## src/rtl/stage_execute_mc_if.sv

```systemverilog
// Execute-stage bus: everything the stage exchanges with the decode/register
// read stage above it and the memory stage below it. clk and rst are not in
// the bundle.
//   master : the environment side (drives instruction fields, reads results)
//   slave  : the execute stage itself
// Upstream/instruction fields : pc, dest, aluop, reg_a, reg_b, reg_m,
//                               is_mem_in, mem_write_in, is_jump, stall_in
// Stall / forwarding          : stall, fwd_valid, fwd_addr, fwd_val
// Fetch redirect              : jump, jump_addr
// Memory-stage outputs        : out_addr, out_val, is_mem, mem_addr, mem_val,
//                               mem_write
// Status                      : busy
interface stage_execute_mc_if #(
  parameter int XLEN  = 32,
  parameter int RADDR = 4
);
  logic [XLEN-1:0]  pc;
  logic             stall_in;
  logic             stall;
  logic [RADDR-1:0] dest;
  logic [3:0]       aluop;
  logic [XLEN-1:0]  reg_a;
  logic [XLEN-1:0]  reg_b;
  logic [XLEN-1:0]  reg_m;
  logic             is_mem_in;
  logic             mem_write_in;
  logic             is_jump;
  logic             fwd_valid;
  logic [RADDR-1:0] fwd_addr;
  logic [XLEN-1:0]  fwd_val;
  logic             jump;
  logic [XLEN-1:0]  jump_addr;
  logic [RADDR-1:0] out_addr;
  logic [XLEN-1:0]  out_val;
  logic             is_mem;
  logic [XLEN-1:0]  mem_addr;
  logic [XLEN-1:0]  mem_val;
  logic             mem_write;
  logic             busy;

  modport master (
    output pc, stall_in, dest, aluop, reg_a, reg_b, reg_m,
           is_mem_in, mem_write_in, is_jump,
    input  stall, fwd_valid, fwd_addr, fwd_val, jump, jump_addr,
           out_addr, out_val, is_mem, mem_addr, mem_val, mem_write, busy
  );

  modport slave (
    input  pc, stall_in, dest, aluop, reg_a, reg_b, reg_m,
           is_mem_in, mem_write_in, is_jump,
    output stall, fwd_valid, fwd_addr, fwd_val, jump, jump_addr,
           out_addr, out_val, is_mem, mem_addr, mem_val, mem_write, busy
  );
endinterface

```

## src/rtl/stage_execute_mc.sv

```systemverilog
// Execute stage with an iterative multiply/divide unit.
// Single-cycle ops (add/sub/logic/shifts/slt/sltu, jumps, memory address
// generation) complete in the cycle they arrive. mul/mulhu/divu/remu run one
// bit per cycle in a shared 2*XLEN accumulator; while they run, the stage
// stalls upstream and sends bubbles to the memory stage.
// Ports:
//   clk  : clock
//   rst  : synchronous active-high reset (aborts any multi-cycle op)
//   bus  : stage_execute_mc_if.slave, see the interface for the signal list
module stage_execute_mc #(
  parameter int XLEN  = 32,
  parameter int RADDR = 4
) (
  input logic               clk,
  input logic               rst,
  stage_execute_mc_if.slave bus
);

  localparam int SHW = $clog2(XLEN);
  localparam int CW  = $clog2(XLEN);

  typedef enum logic [1:0] {IDLE, BUSY, DONE} state_t;

  state_t            state_reg, state_next;
  logic [CW-1:0]     count_reg, count_next;
  logic [2*XLEN-1:0] acc_reg, acc_next;   // {hi, lo}: product, or {remainder, quotient}
  logic [XLEN-1:0]   opb_reg, opb_next;   // multiplicand / divisor
  logic [1:0]        op_reg, op_next;     // aluop[1:0]: 0 mul, 1 mulhu, 2 divu, 3 remu

  logic [XLEN-1:0]  alu_result;
  logic [XLEN-1:0]  addr_sum;
  logic [SHW-1:0]   shamt;
  logic             mc;
  logic [XLEN:0]    mul_sum;
  logic [2*XLEN-1:0] mul_step;
  logic [XLEN:0]    div_shift;
  logic [XLEN:0]    div_diff;
  logic [2*XLEN-1:0] div_step;
  logic [XLEN-1:0]  mc_result;
  logic             stall_c;
  logic             fwd_valid_c;
  logic [XLEN-1:0]  fwd_val_c;

  logic [RADDR-1:0] out_addr_reg;
  logic [XLEN-1:0]  out_val_reg;
  logic             is_mem_reg;

  assign addr_sum = bus.reg_a + bus.reg_b;
  assign shamt    = bus.reg_b[SHW-1:0];
  assign mc       = (bus.aluop[3:2] == 2'b10) && !bus.is_jump && !bus.is_mem_in;

  // Single-cycle result. Codes 8..B only reach here when they are not
  // multi-cycle (jump or memory op), so they yield 0 like E/F.
  always_comb begin
    alu_result = '0;
    case (bus.aluop)
      4'h0: alu_result = bus.reg_a + bus.reg_b;
      4'h1: alu_result = bus.reg_a - bus.reg_b;
      4'h2: alu_result = bus.reg_a & bus.reg_b;
      4'h3: alu_result = bus.reg_a | bus.reg_b;
      4'h4: alu_result = bus.reg_a ^ bus.reg_b;
      4'h5: alu_result = bus.reg_a << shamt;
      4'h6: alu_result = bus.reg_a >> shamt;
      4'h7: alu_result = $unsigned($signed(bus.reg_a) >>> shamt);
      4'hC: alu_result = {{(XLEN-1){1'b0}}, ($signed(bus.reg_a) < $signed(bus.reg_b))};
      4'hD: alu_result = {{(XLEN-1){1'b0}}, (bus.reg_a < bus.reg_b)};
      default: alu_result = '0;
    endcase
    if (bus.is_jump)
      alu_result = bus.pc + XLEN'(4);
  end

  // Shift-add multiply step: multiplier sits in lo and is consumed from bit 0,
  // partial product grows in hi; the carry of the add shifts back into hi.
  always_comb begin
    mul_sum  = {1'b0, acc_reg[2*XLEN-1:XLEN]} + (acc_reg[0] ? {1'b0, opb_reg} : {(XLEN+1){1'b0}});
    mul_step = {mul_sum, acc_reg[XLEN-1:1]};
  end

  // Restoring divide step: shift {rem, dividend} left, try subtracting the
  // divisor from the remainder, keep it if non-negative. A zero divisor always
  // "succeeds", which yields quotient = all ones and remainder = dividend.
  always_comb begin
    div_shift = acc_reg[2*XLEN-1:XLEN-1];
    div_diff  = div_shift - {1'b0, opb_reg};
    if (div_diff[XLEN])
      div_step = {div_shift[XLEN-1:0], acc_reg[XLEN-2:0], 1'b0};
    else
      div_step = {div_diff[XLEN-1:0], acc_reg[XLEN-2:0], 1'b1};
  end

  // mulhu and remu live in the high half, mul and divu in the low half.
  assign mc_result = op_reg[0] ? acc_reg[2*XLEN-1:XLEN] : acc_reg[XLEN-1:0];

  always_comb begin
    state_next  = state_reg;
    count_next  = count_reg;
    acc_next    = acc_reg;
    opb_next    = opb_reg;
    op_next     = op_reg;
    stall_c     = bus.stall_in;
    fwd_valid_c = !bus.is_mem_in;
    fwd_val_c   = alu_result;
    case (state_reg)
      IDLE: begin
        if (mc) begin
          state_next  = BUSY;
          count_next  = CW'(XLEN - 1);
          acc_next    = {{XLEN{1'b0}}, bus.reg_a};
          opb_next    = bus.reg_b;
          op_next     = bus.aluop[1:0];
          stall_c     = 1'b1;
          fwd_valid_c = 1'b0;
        end
      end
      BUSY: begin
        stall_c     = 1'b1;
        fwd_valid_c = 1'b0;
        acc_next    = op_reg[1] ? div_step : mul_step;
        count_next  = count_reg - CW'(1);
        if (count_reg == '0)
          state_next = DONE;
      end
      DONE: begin
        fwd_val_c   = mc_result;
        fwd_valid_c = 1'b1;
        stall_c     = bus.stall_in;
        if (!bus.stall_in)
          state_next = IDLE;
      end
      default: state_next = IDLE;
    endcase
  end

  always_ff @(posedge clk) begin
    if (rst) begin
      state_reg <= IDLE;
      count_reg <= '0;
      acc_reg   <= '0;
      opb_reg   <= '0;
      op_reg    <= '0;
    end else begin
      state_reg <= state_next;
      count_reg <= count_next;
      acc_reg   <= acc_next;
      opb_reg   <= opb_next;
      op_reg    <= op_next;
    end
  end

  // Pipeline register to the memory stage: advance when not stalled, insert a
  // bubble when the stall is our own, hold when downstream is stalling.
  always_ff @(posedge clk) begin
    if (rst) begin
      out_addr_reg <= '0;
      out_val_reg  <= '0;
      is_mem_reg   <= 1'b0;
    end else if (!stall_c) begin
      out_addr_reg <= bus.dest;
      out_val_reg  <= fwd_val_c;
      is_mem_reg   <= bus.is_mem_in;
    end else if (!bus.stall_in) begin
      out_addr_reg <= '0;
      out_val_reg  <= '0;
      is_mem_reg   <= 1'b0;
    end
  end

  assign bus.stall     = stall_c;
  assign bus.fwd_valid = fwd_valid_c;
  assign bus.fwd_addr  = bus.dest;
  assign bus.fwd_val   = fwd_val_c;
  assign bus.jump      = bus.is_jump;
  assign bus.jump_addr = addr_sum;
  assign bus.mem_addr  = addr_sum;
  assign bus.mem_val   = bus.reg_m;
  assign bus.mem_write = bus.mem_write_in;
  assign bus.out_addr  = out_addr_reg;
  assign bus.out_val   = out_val_reg;
  assign bus.is_mem    = is_mem_reg;
  assign bus.busy      = (state_reg != IDLE);

endmodule

```

## src/flat_wrapper.sv

```systemverilog
// flat-port wrapper written by rule: the top's interface ports become plain ports
module stage_execute_mc_flat 
#(
  parameter int XLEN  = 32,
  parameter int RADDR = 4
)
  (clk, rst, bus_pc, bus_stall_in, bus_dest, bus_aluop, bus_reg_a, bus_reg_b, bus_reg_m, bus_is_mem_in, bus_mem_write_in, bus_is_jump, bus_stall, bus_fwd_valid, bus_fwd_addr, bus_fwd_val, bus_jump, bus_jump_addr, bus_out_addr, bus_out_val, bus_is_mem, bus_mem_addr, bus_mem_val, bus_mem_write, bus_busy);
  stage_execute_mc_if #(.XLEN(XLEN), .RADDR(RADDR)) bus_i ();
  input logic clk;
  input logic rst;
  input wire logic [$bits(bus_i.pc)-1:0] bus_pc;
  input wire logic [$bits(bus_i.stall_in)-1:0] bus_stall_in;
  input wire logic [$bits(bus_i.dest)-1:0] bus_dest;
  input wire logic [$bits(bus_i.aluop)-1:0] bus_aluop;
  input wire logic [$bits(bus_i.reg_a)-1:0] bus_reg_a;
  input wire logic [$bits(bus_i.reg_b)-1:0] bus_reg_b;
  input wire logic [$bits(bus_i.reg_m)-1:0] bus_reg_m;
  input wire logic [$bits(bus_i.is_mem_in)-1:0] bus_is_mem_in;
  input wire logic [$bits(bus_i.mem_write_in)-1:0] bus_mem_write_in;
  input wire logic [$bits(bus_i.is_jump)-1:0] bus_is_jump;
  output wire logic [$bits(bus_i.stall)-1:0] bus_stall;
  output wire logic [$bits(bus_i.fwd_valid)-1:0] bus_fwd_valid;
  output wire logic [$bits(bus_i.fwd_addr)-1:0] bus_fwd_addr;
  output wire logic [$bits(bus_i.fwd_val)-1:0] bus_fwd_val;
  output wire logic [$bits(bus_i.jump)-1:0] bus_jump;
  output wire logic [$bits(bus_i.jump_addr)-1:0] bus_jump_addr;
  output wire logic [$bits(bus_i.out_addr)-1:0] bus_out_addr;
  output wire logic [$bits(bus_i.out_val)-1:0] bus_out_val;
  output wire logic [$bits(bus_i.is_mem)-1:0] bus_is_mem;
  output wire logic [$bits(bus_i.mem_addr)-1:0] bus_mem_addr;
  output wire logic [$bits(bus_i.mem_val)-1:0] bus_mem_val;
  output wire logic [$bits(bus_i.mem_write)-1:0] bus_mem_write;
  output wire logic [$bits(bus_i.busy)-1:0] bus_busy;
  assign bus_i.pc = bus_pc;
  assign bus_i.stall_in = bus_stall_in;
  assign bus_i.dest = bus_dest;
  assign bus_i.aluop = bus_aluop;
  assign bus_i.reg_a = bus_reg_a;
  assign bus_i.reg_b = bus_reg_b;
  assign bus_i.reg_m = bus_reg_m;
  assign bus_i.is_mem_in = bus_is_mem_in;
  assign bus_i.mem_write_in = bus_mem_write_in;
  assign bus_i.is_jump = bus_is_jump;
  assign bus_stall = bus_i.stall;
  assign bus_fwd_valid = bus_i.fwd_valid;
  assign bus_fwd_addr = bus_i.fwd_addr;
  assign bus_fwd_val = bus_i.fwd_val;
  assign bus_jump = bus_i.jump;
  assign bus_jump_addr = bus_i.jump_addr;
  assign bus_out_addr = bus_i.out_addr;
  assign bus_out_val = bus_i.out_val;
  assign bus_is_mem = bus_i.is_mem;
  assign bus_mem_addr = bus_i.mem_addr;
  assign bus_mem_val = bus_i.mem_val;
  assign bus_mem_write = bus_i.mem_write;
  assign bus_busy = bus_i.busy;
  stage_execute_mc #(.XLEN(XLEN), .RADDR(RADDR)) u_core (.clk(clk), .rst(rst), .bus(bus_i));
endmodule
```

## config.mk

```make
export PLATFORM = sky130hd
export DESIGN_NAME = stage_execute_mc_flat
export DESIGN_NICKNAME = d
export VERILOG_FILES = /design/src/rtl/stage_execute_mc_if.sv /design/src/rtl/stage_execute_mc.sv /design/src/flat_wrapper.sv
export SDC_FILE = /design/constraint.sdc
export NUM_CORES = 1
export LEC_CHECK = 0
export ABC_AREA = 0
export CAP_MARGIN = 15
export CORE_ASPECT_RATIO = 0.9
export CORE_MARGIN = 1.5
export CORE_UTILIZATION = 50
export DETAILED_ROUTE_END_ITERATION = 7
export DONT_BUFFER_PORTS = 1
export PLACE_DENSITY_LB_ADDON = 0.2
export SLEW_MARGIN = 20
export SYNTH_ARGS = -nofsm -noshare
export SYNTH_HDL_FRONTEND = slang
export SYNTH_SLANG_ARGS = --single-unit
```

## constraint.sdc

```tcl
create_clock -name clk -period 15.1 [get_ports clk]
set_input_delay 3.02 -clock clk [delete_from_list [all_inputs] [get_ports clk]]
set_output_delay 3.02 -clock clk [all_outputs]
set_load 0.01 [all_outputs]
```

==> results_dict.tcl <==
set metrics [dict create \
    vias 22200 \
    hold_buffers 0 \
    min_period_over_period_pct 67.2 \
    vias_per_cell 7.07 \
    num_rows 70 \
    grt_pass1_vias 20500 \
    cts_setup_buffers 0 \
    p_sw_mw 0.582 \
    cp.required_ns 12.08 \
    min_from "u_core.opb_reg[20]" \
    avgRoutedWirePerCell_um 30.6 \
    clock_skew_ns 0.0193 \
    die_height_um 195 \
    dp.final_hpwl_mm 73.9 \
    slew_headroom_pct 24.6 \
    drive_gt1_share_pct 6.43 \
    crit_cells 11 \
    grt_use_total_pct 44.4 \
    worst-path-buf-inv 1 \
    vdd_ir_drop_max_mv 0.0821 \
    r2r_end "u_core.acc_reg[57]" \
    finalSetupViolations 0 \
    ios 316 \
    r2r_cells 15 \
    fmax_mhz 98.5 \
    rsz0062_at_grt "false" \
    crit_start "bus_reg_b[1]" \
    grt_pass1_wl_mm 139 \
    fillers 4090 \
    cp.arrival_ns 7.13 \
    cap_violations 0 \
    synth_flop_cell "dfxtp_1" \
    reg2reg_from "u_core.acc_reg[31]" \
    worst_pin_slew_ns 1.12 \
    setup_tns_ns 0 \
    grt_max_degree 93 \
    crit_slowest_cell "xnor2_1" \
    grt_overflow 0 \
    numPortBuffers 0 \
    initial_utilization_pct 50.5 \
    reg2reg_slack_ns 10.54 \
    fin_area_um2 20600 \
    cp_max_fo 92 \
    cts_resized 0 \
    synth_edf_count 0 \
    syn-cell-area_um2 20400 \
    hp-class "reg -> reg" \
    postPlaceCellArea_um2 20100 \
    critPathLaunchType "primary input" \
    hold_viol 0 \
    synth_area_leaders "dfxtp_1 14%, ha_1 10%, a21oi_1 6.3%, mux2i_1 5.9%, mux4_2 5.4%" \
    path_cells "inv_1, ha_1, a211oi_1, o21bai_1, o2111ai_2, a211o_1, o221a_2, o21ai_0, xnor2_1, nand2_1, a222oi_1" \
    tritoncts "done" \
    die_area_um2 42100 \
    antenna_found_initial 4 \
    outcome "finished with violations" \
    holdWs_ns 0.467 \
    critPathKind "in -> out" \
    seq_power_share_pct 28.4 \
    drt_first_pass_iters 8 \
    comb_power_share_pct 40.3 \
    post-place-cells 3104 \
    yosysWarnings 0 \
    min_period_ns 10.15 \
    cts_root_buf "clkbuf_16" \
    end_kind "output pin" \
    violations "design-rule violations" \
    swShare_pct 41.3 \
    final_max_slew_viol_count 0 \
    ant_nets 0 \
    p_clk_share_pct 31.3 \
    synth_area_leader_cell "dfxtp_1" \
    p_leak_nw 8.18 \
    yosysUniqueCellTypes 88 \
    cp_top_family "compound AO/OA/AOI/OAI gates" \
    syn_nets 3108 \
    routed_wl_mm 96.1 \
    slowest_delay_ns 0.82 \
    syn_to_final_growth_pct 1.13 \
    clk_latency_ns 0.46 \
    synthCells 2798 \
    core_um2 40500 \
    cts_buffers 17 \
    critical_path.endpoint "bus_fwd_val[19]" \
    ys_seq_area_share_pct 13.9 \
    largest_reg_flops 64 \
    p_per_area_nw_per_um2 68.2 \
    fin_cells 3140 \
    synth_top_area_share_pct 13.9 \
    cts-htree-levels 4 \
    async_reset_ff_share_pct 0 \
    drc 2 \
    drt_iter0_drc 2931 \
    routabilityCongestion 1.02 \
    clock_path_buffers 2 \
    cts.sinks 142 \
    avgSynthCellArea_um2 7.30 \
    nNetsFinal 2894 \
    intPower_mw 0.826 \
    dieWidth_um 216 \
    ys_ff_latch 142 \
    path_clk_slew_ns 0.07 \
]
## cells by family (layout without fill, tap and decap cells)
kind of cell | Yosys count | in the layout | share of synthesized area [%]
and+or+nand+nor | 873 | 873 | 19.3
AOI/OAI and AO/OA | 888 | 888 | 29.1
buffers and inverters | 407 | 206 | 9.09
DFF | 142 | 142 | 13.9
adders and majority gates | 168 | 168 | 10.4
xor gates and xnor gates | 122 | 122 | 5.23
other | 0 | 3 | 0
muxes | 198 | 198 | 12.9
## cell type report
| cell class | instances | area, um^2 | area share, % |
|---|---|---|---|
| Antenna cell | 3 | 7.51 | 0.0364 |
| Clock buffer | 21 | 440 | 2.13 |
| Clock inverter | 11 | 134 | 0.648 |
| Inverter | 143 | 537 | 2.60 |
| Multi-Input combinational cell | 2249 | 15800 | 76.4 |
| Sequential cell | 142 | 2850 | 13.8 |
| Tap cell | 540 | 676 | 3.27 |
| Timing Repair Buffer | 31 | 233 | 1.13 |
## power by group through the flow
| stage | Combinational [mW] | Clock, mW | Sequential, mW |
|---|---|---|---|
| after global placement | 0.545 | 0 | 0.408 |
| final | 0.567 | 0.440 | 0.400 |
| after CTS | 0.548 | 0.444 | 0.400 |
| after floorplan | 0.453 | 0 | 0.404 |
| after global routing | 0.599 | 0.456 | 0.401 |
| after detailed placement | 0.545 | 0 | 0.408 |
## worst min-delay path: cells and delay by family (launching register included)
family	cells	cell delay, ns
flops	1	0.32
compound gates	1	0.05
simple gates	1	0.06
## stage by stage
| stage | worst slack [ns] | power, mW | util [%] |
|---|---|---|---|
| floorplan | 5.43 | 0.857 | - |
| finish | 4.95 | 1.41 | 51.0 |
| detailed placement | 5.22 | 0.953 | 49.6 |
| CTS | 5.19 | 1.39 | 51.0 |
| global route | 4.80 | 1.46 | 51.0 |
| global placement | 5.23 | 0.953 | 49.6 |
## cells in the final DEF (no fill, tap or decap), drive strengths merged, types with 16 or more instances in the layout
cell,Yosys,final
nor2b,29,29
xor2,43,43
nor3,52,52
clkbuf,142,22
a22oi,34,34
a22o,25,25
nor2,276,276
inv,138,141
o221ai,19,19
or3,22,22
nand3,66,66
o21ai,159,159
o21a,18,18
buf,122,30
a21oi,257,257
o22ai,18,18
a211oi,42,42
o31ai,16,16
mux2i,121,121
o211ai,34,34
xnor2,79,79
nand2b,20,20
nand2,288,288
and3,21,21
o21bai,27,27
ha,164,164
nand4,16,16
mux4,49,49
a31oi,21,21
mux2,28,28
and2,46,46
a221oi,59,59
a21o,43,43
dfxtp,142,142
## per-layer routing
metal / part of all wire [%] / GRT usage (%) / vias up / wire length [um]
li1: - / - / 9767 / -
met1: 41 / 59.5 / 10700 / 39300
met2: 41 / 64.9 / 1506 / 39700
met3: 12 / 12.2 / 252 / 11700
met4: 5.7 / 22.7 / 2 / 5430
met5: 0.014 / 0 / - / 13
## cell usage after synthesis, drive strengths merged (46+ instances only)
library cell	number
a21oi	257
a221oi	59
and2	46
buf	122
clkbuf	142
dfxtp	142
ha	164
inv	138
mux2i	121
mux4	49
nand2	288
nand3	66
nor2	276
nor3	52
o21ai	159
xnor2	79
## how the worst min path moves through the flow
stage                              end  cells after the start
global placement    u_core.opb_reg[20]                      2
finish              u_core.opb_reg[20]                      2
floorplan           u_core.opb_reg[10]                      2
global route        u_core.opb_reg[20]                      2
detailed placement  u_core.opb_reg[20]                      2
CTS                 u_core.opb_reg[20]                      2
No activity file was read; power rests on OpenSTA's default activity.
==> RTL edit: new RTL, same flow settings <==
Encoding of `state_t`: now one-hot (3 bits for 3 states).
--- a/src/rtl/stage_execute_mc.sv
+++ b/src/rtl/stage_execute_mc.sv
@@ -19,7 +19,7 @@
   localparam int SHW = $clog2(XLEN);
   localparam int CW  = $clog2(XLEN);
 
-  typedef enum logic [1:0] {IDLE, BUSY, DONE} state_t;
+  typedef enum logic [2:0] {IDLE = 3'b001, BUSY = 3'b010, DONE = 3'b100} state_t;
 
   state_t            state_reg, state_next;
   logic [CW-1:0]     count_reg, count_next;
Behaviour: no difference found for any inputs over 4 cycles, from zero or initial values and one cycle with rst high; so few cycles prove little.
==> RTL edit against the unedited design <==
- area after synthesis grew 2.6%
- worst setup slack better by 0.38 ns
- die area up 2.5%
- non-clock buffer count is 5 lower
- total power shrank 2.0%
- via count is 0.83% higher
- clock skew fell by 0.0093 ns
- clock power is 6.6% lower
- highest routed layer is now met4
- critical path type unchanged
- combinational power about the same
- critical path depth is 1 higher
- cell area grew 1.4%
- sequential cell count up 1
- utilization is 0.060 points higher
- routed wire length rose by 1.3%
- largest power group unchanged
==> RTL edit: results (changes against the unedited design) <==
Parameter                              Value

Final layout
  Share of post-route cells with drive strength above 1    7.73% (+1.3 points)
  Number of nets in the finished design    2874 (-0.69%)

Synthesis
  Share of synthesized cell area in full adder, half adder and majority cells    10.2% (-0.26 points)
  Multiplexer area fraction after synthesis    12.1% (-0.79 points)
  Share of the yosys chip area belonging to registers    13.7% (-0.26 points)
  Distinct cells, synth    107 (+22%)
  Area fraction in compound gates after synthesis    29.3% (+0.22 points)
  Leading cell types by count after synthesis    sky130_fd_sc_hd__nand2_1 (304), sky130_fd_sc_hd__a21oi_1 (241), sky130_fd_sc_hd__nor2_1 (228)
  Largest cells by area after synthesis    sky130_fd_sc_hd__dfxtp_1 (14%), sky130_fd_sc_hd__ha_1 (9.8%), sky130_fd_sc_hd__mux4_2 (6.1%)
  Post-Syn Nets    3101 (-0.23%)
  Xor and xnor fraction of the mapped netlist area    5.23% (-0.0065 points)

Detailed routing
  Pre-antenna DRT Iters    6 (-2)
  Number of DRC violations after detailed-routing iteration 0    3260 (+11%)
  Routed vias    22388 (+0.83%)
  Average wire length per cell after detail routing    31.2 um (+2.1%)

Worst setup path
  Delay of the slowest critical-path stage    0.66 ns (-0.16 ns)
  Kind of cell adding the most delay to the critical path    compound AO/OA/AOI/OAI gates
  Flop-to-flop setup slack    10.80 ns (+0.26 ns)
  Cell depth of the worst flop-to-flop path    15 (unchanged)
  Arr. time, crit path    6.75 ns (-0.38 ns)
  Worst-path fanout max    70 (-24%)
  Crit Reg-Reg Endpoint    u_core.acc_reg[50]

Power and ir drop
  Static Leakage    0.00831 uW (+1.6%)
  Peak ir drop on the vdd network    59.4 uV (-28%)
  Power density over the cells    65.9 nW/um2 (-3.4%)

GRT
  GRT Resource Usage Total    43.9% (-0.50 points)
  Maximum number of pins on one net before global-route repair    90 (-3.2%)
  Number of global-route vias before repair    20517 (-0.15%)
  Initial antenna violation count    3 (-1)

Min path
  Worst Hold Launch    u_core.opb_reg[27]
  Hold WC Path Type    reg2reg
  Hold Path End    u_core.opb_reg[27]

Status
  Outcome    finished clean

Place
  Setup slack at placement    5.45 ns (+0.233 ns)
  Post-DP Area    20400 um2 (+1.6%)
  Dpl hpwl    74600 um (+0.90%)

STA
  Worst slew margin relative to its limit    16.1% (-8.4 points)

Clock tree
  Clk_lat worst skew    0.44 ns (-0.02 ns)
[RTL edit: changes by cell type in the layout (fill, tap and decap cells not counted), moves of 14 or more]
cell	before	now
sky130_fd_sc_hd__mux2i_1	121	91
sky130_fd_sc_hd__o21ai_1	4	29
sky130_fd_sc_hd__a211oi_1	40	55
sky130_fd_sc_hd__a21oi_1	257	241
sky130_fd_sc_hd__a221oi_1	59	29
sky130_fd_sc_hd__a311oi_1	4	32
sky130_fd_sc_hd__nand2_1	288	302
sky130_fd_sc_hd__nor2_1	272	226
sky130_fd_sc_hd__o21ai_0	155	135
sky130_fd_sc_hd__nand3_1	65	47
sky130_fd_sc_hd__nor3_1	49	33
sky130_fd_sc_hd__nor2b_1	27	44
[RTL edit: cell type report]
| type | count | share of cell area, % |
|---|---|---|
| multi-input cells | 2223 | 76.8 |
| flip-flops and latches | 143 | 13.7 |
| well taps | 540 | 3.23 |
| inverters | 153 | 2.74 |
| clock buffers | 23 | 2.23 |
| repair buffers | 26 | 0.932 |
| clock inverters | 8 | 0.400 |
| diodes | 1 | 0.0120 |
[RTL edit: worst max-delay path by stage]
stage	startpoint	slack, ns	endpoint	depth (start not counted)
global placement	bus_reg_b[3]	5.53	bus_fwd_val[25]	12
global route	bus_reg_b[2]	5.22	bus_fwd_val[25]	13
floorplan	bus_reg_b[3]	5.77	bus_fwd_val[29]	16
finish	bus_reg_b[3]	5.33	bus_fwd_val[25]	12
CTS	bus_reg_b[2]	5.43	bus_fwd_val[25]	13
detailed placement	bus_reg_b[2]	5.45	bus_fwd_val[25]	13
[RTL edit: where the power goes]
part	switching (uW)	internal (uW)	leakage (uW)
sequential	11.6	387	0.00116
combinational	376	193	0.00689
clock	176	235	0.000260
total	564	815	0.00831
[RTL edit: stage by stage]
step / instances / total power, uW / hold WS [ns]
2_1_floorplan: 2791 / 861 / 0.445
3_3_place_gp: 3085 / 950 / 0.452
3_5_place_dp: 3085 / 952 / 0.453
4_1_cts: 3116 / 1360 / 0.459
5_1_grt: 3117 / 1430 / 0.484
6_report: 3117 / 1380 / 0.465
[RTL edit: logic make-up after synthesis]
kind of cell,count (synthesis)
AO/OA/AOI/OAI,895
XOR/XNOR,125
adder cells (fa/ha/maj),168
AND/OR/NAND/NOR,866
buffers and inverters,425
flip-flops,143
multiplexers,169
[RTL edit: per-layer routing]
layer,up-vias,part of all wire (%),GRT usage [%]
li1,9711,-,-
met1,10823,41,60.2
met2,1627,40,62.4
met3,227,13,12.2
met4,0,5.8,22.3
met5,-,0,0
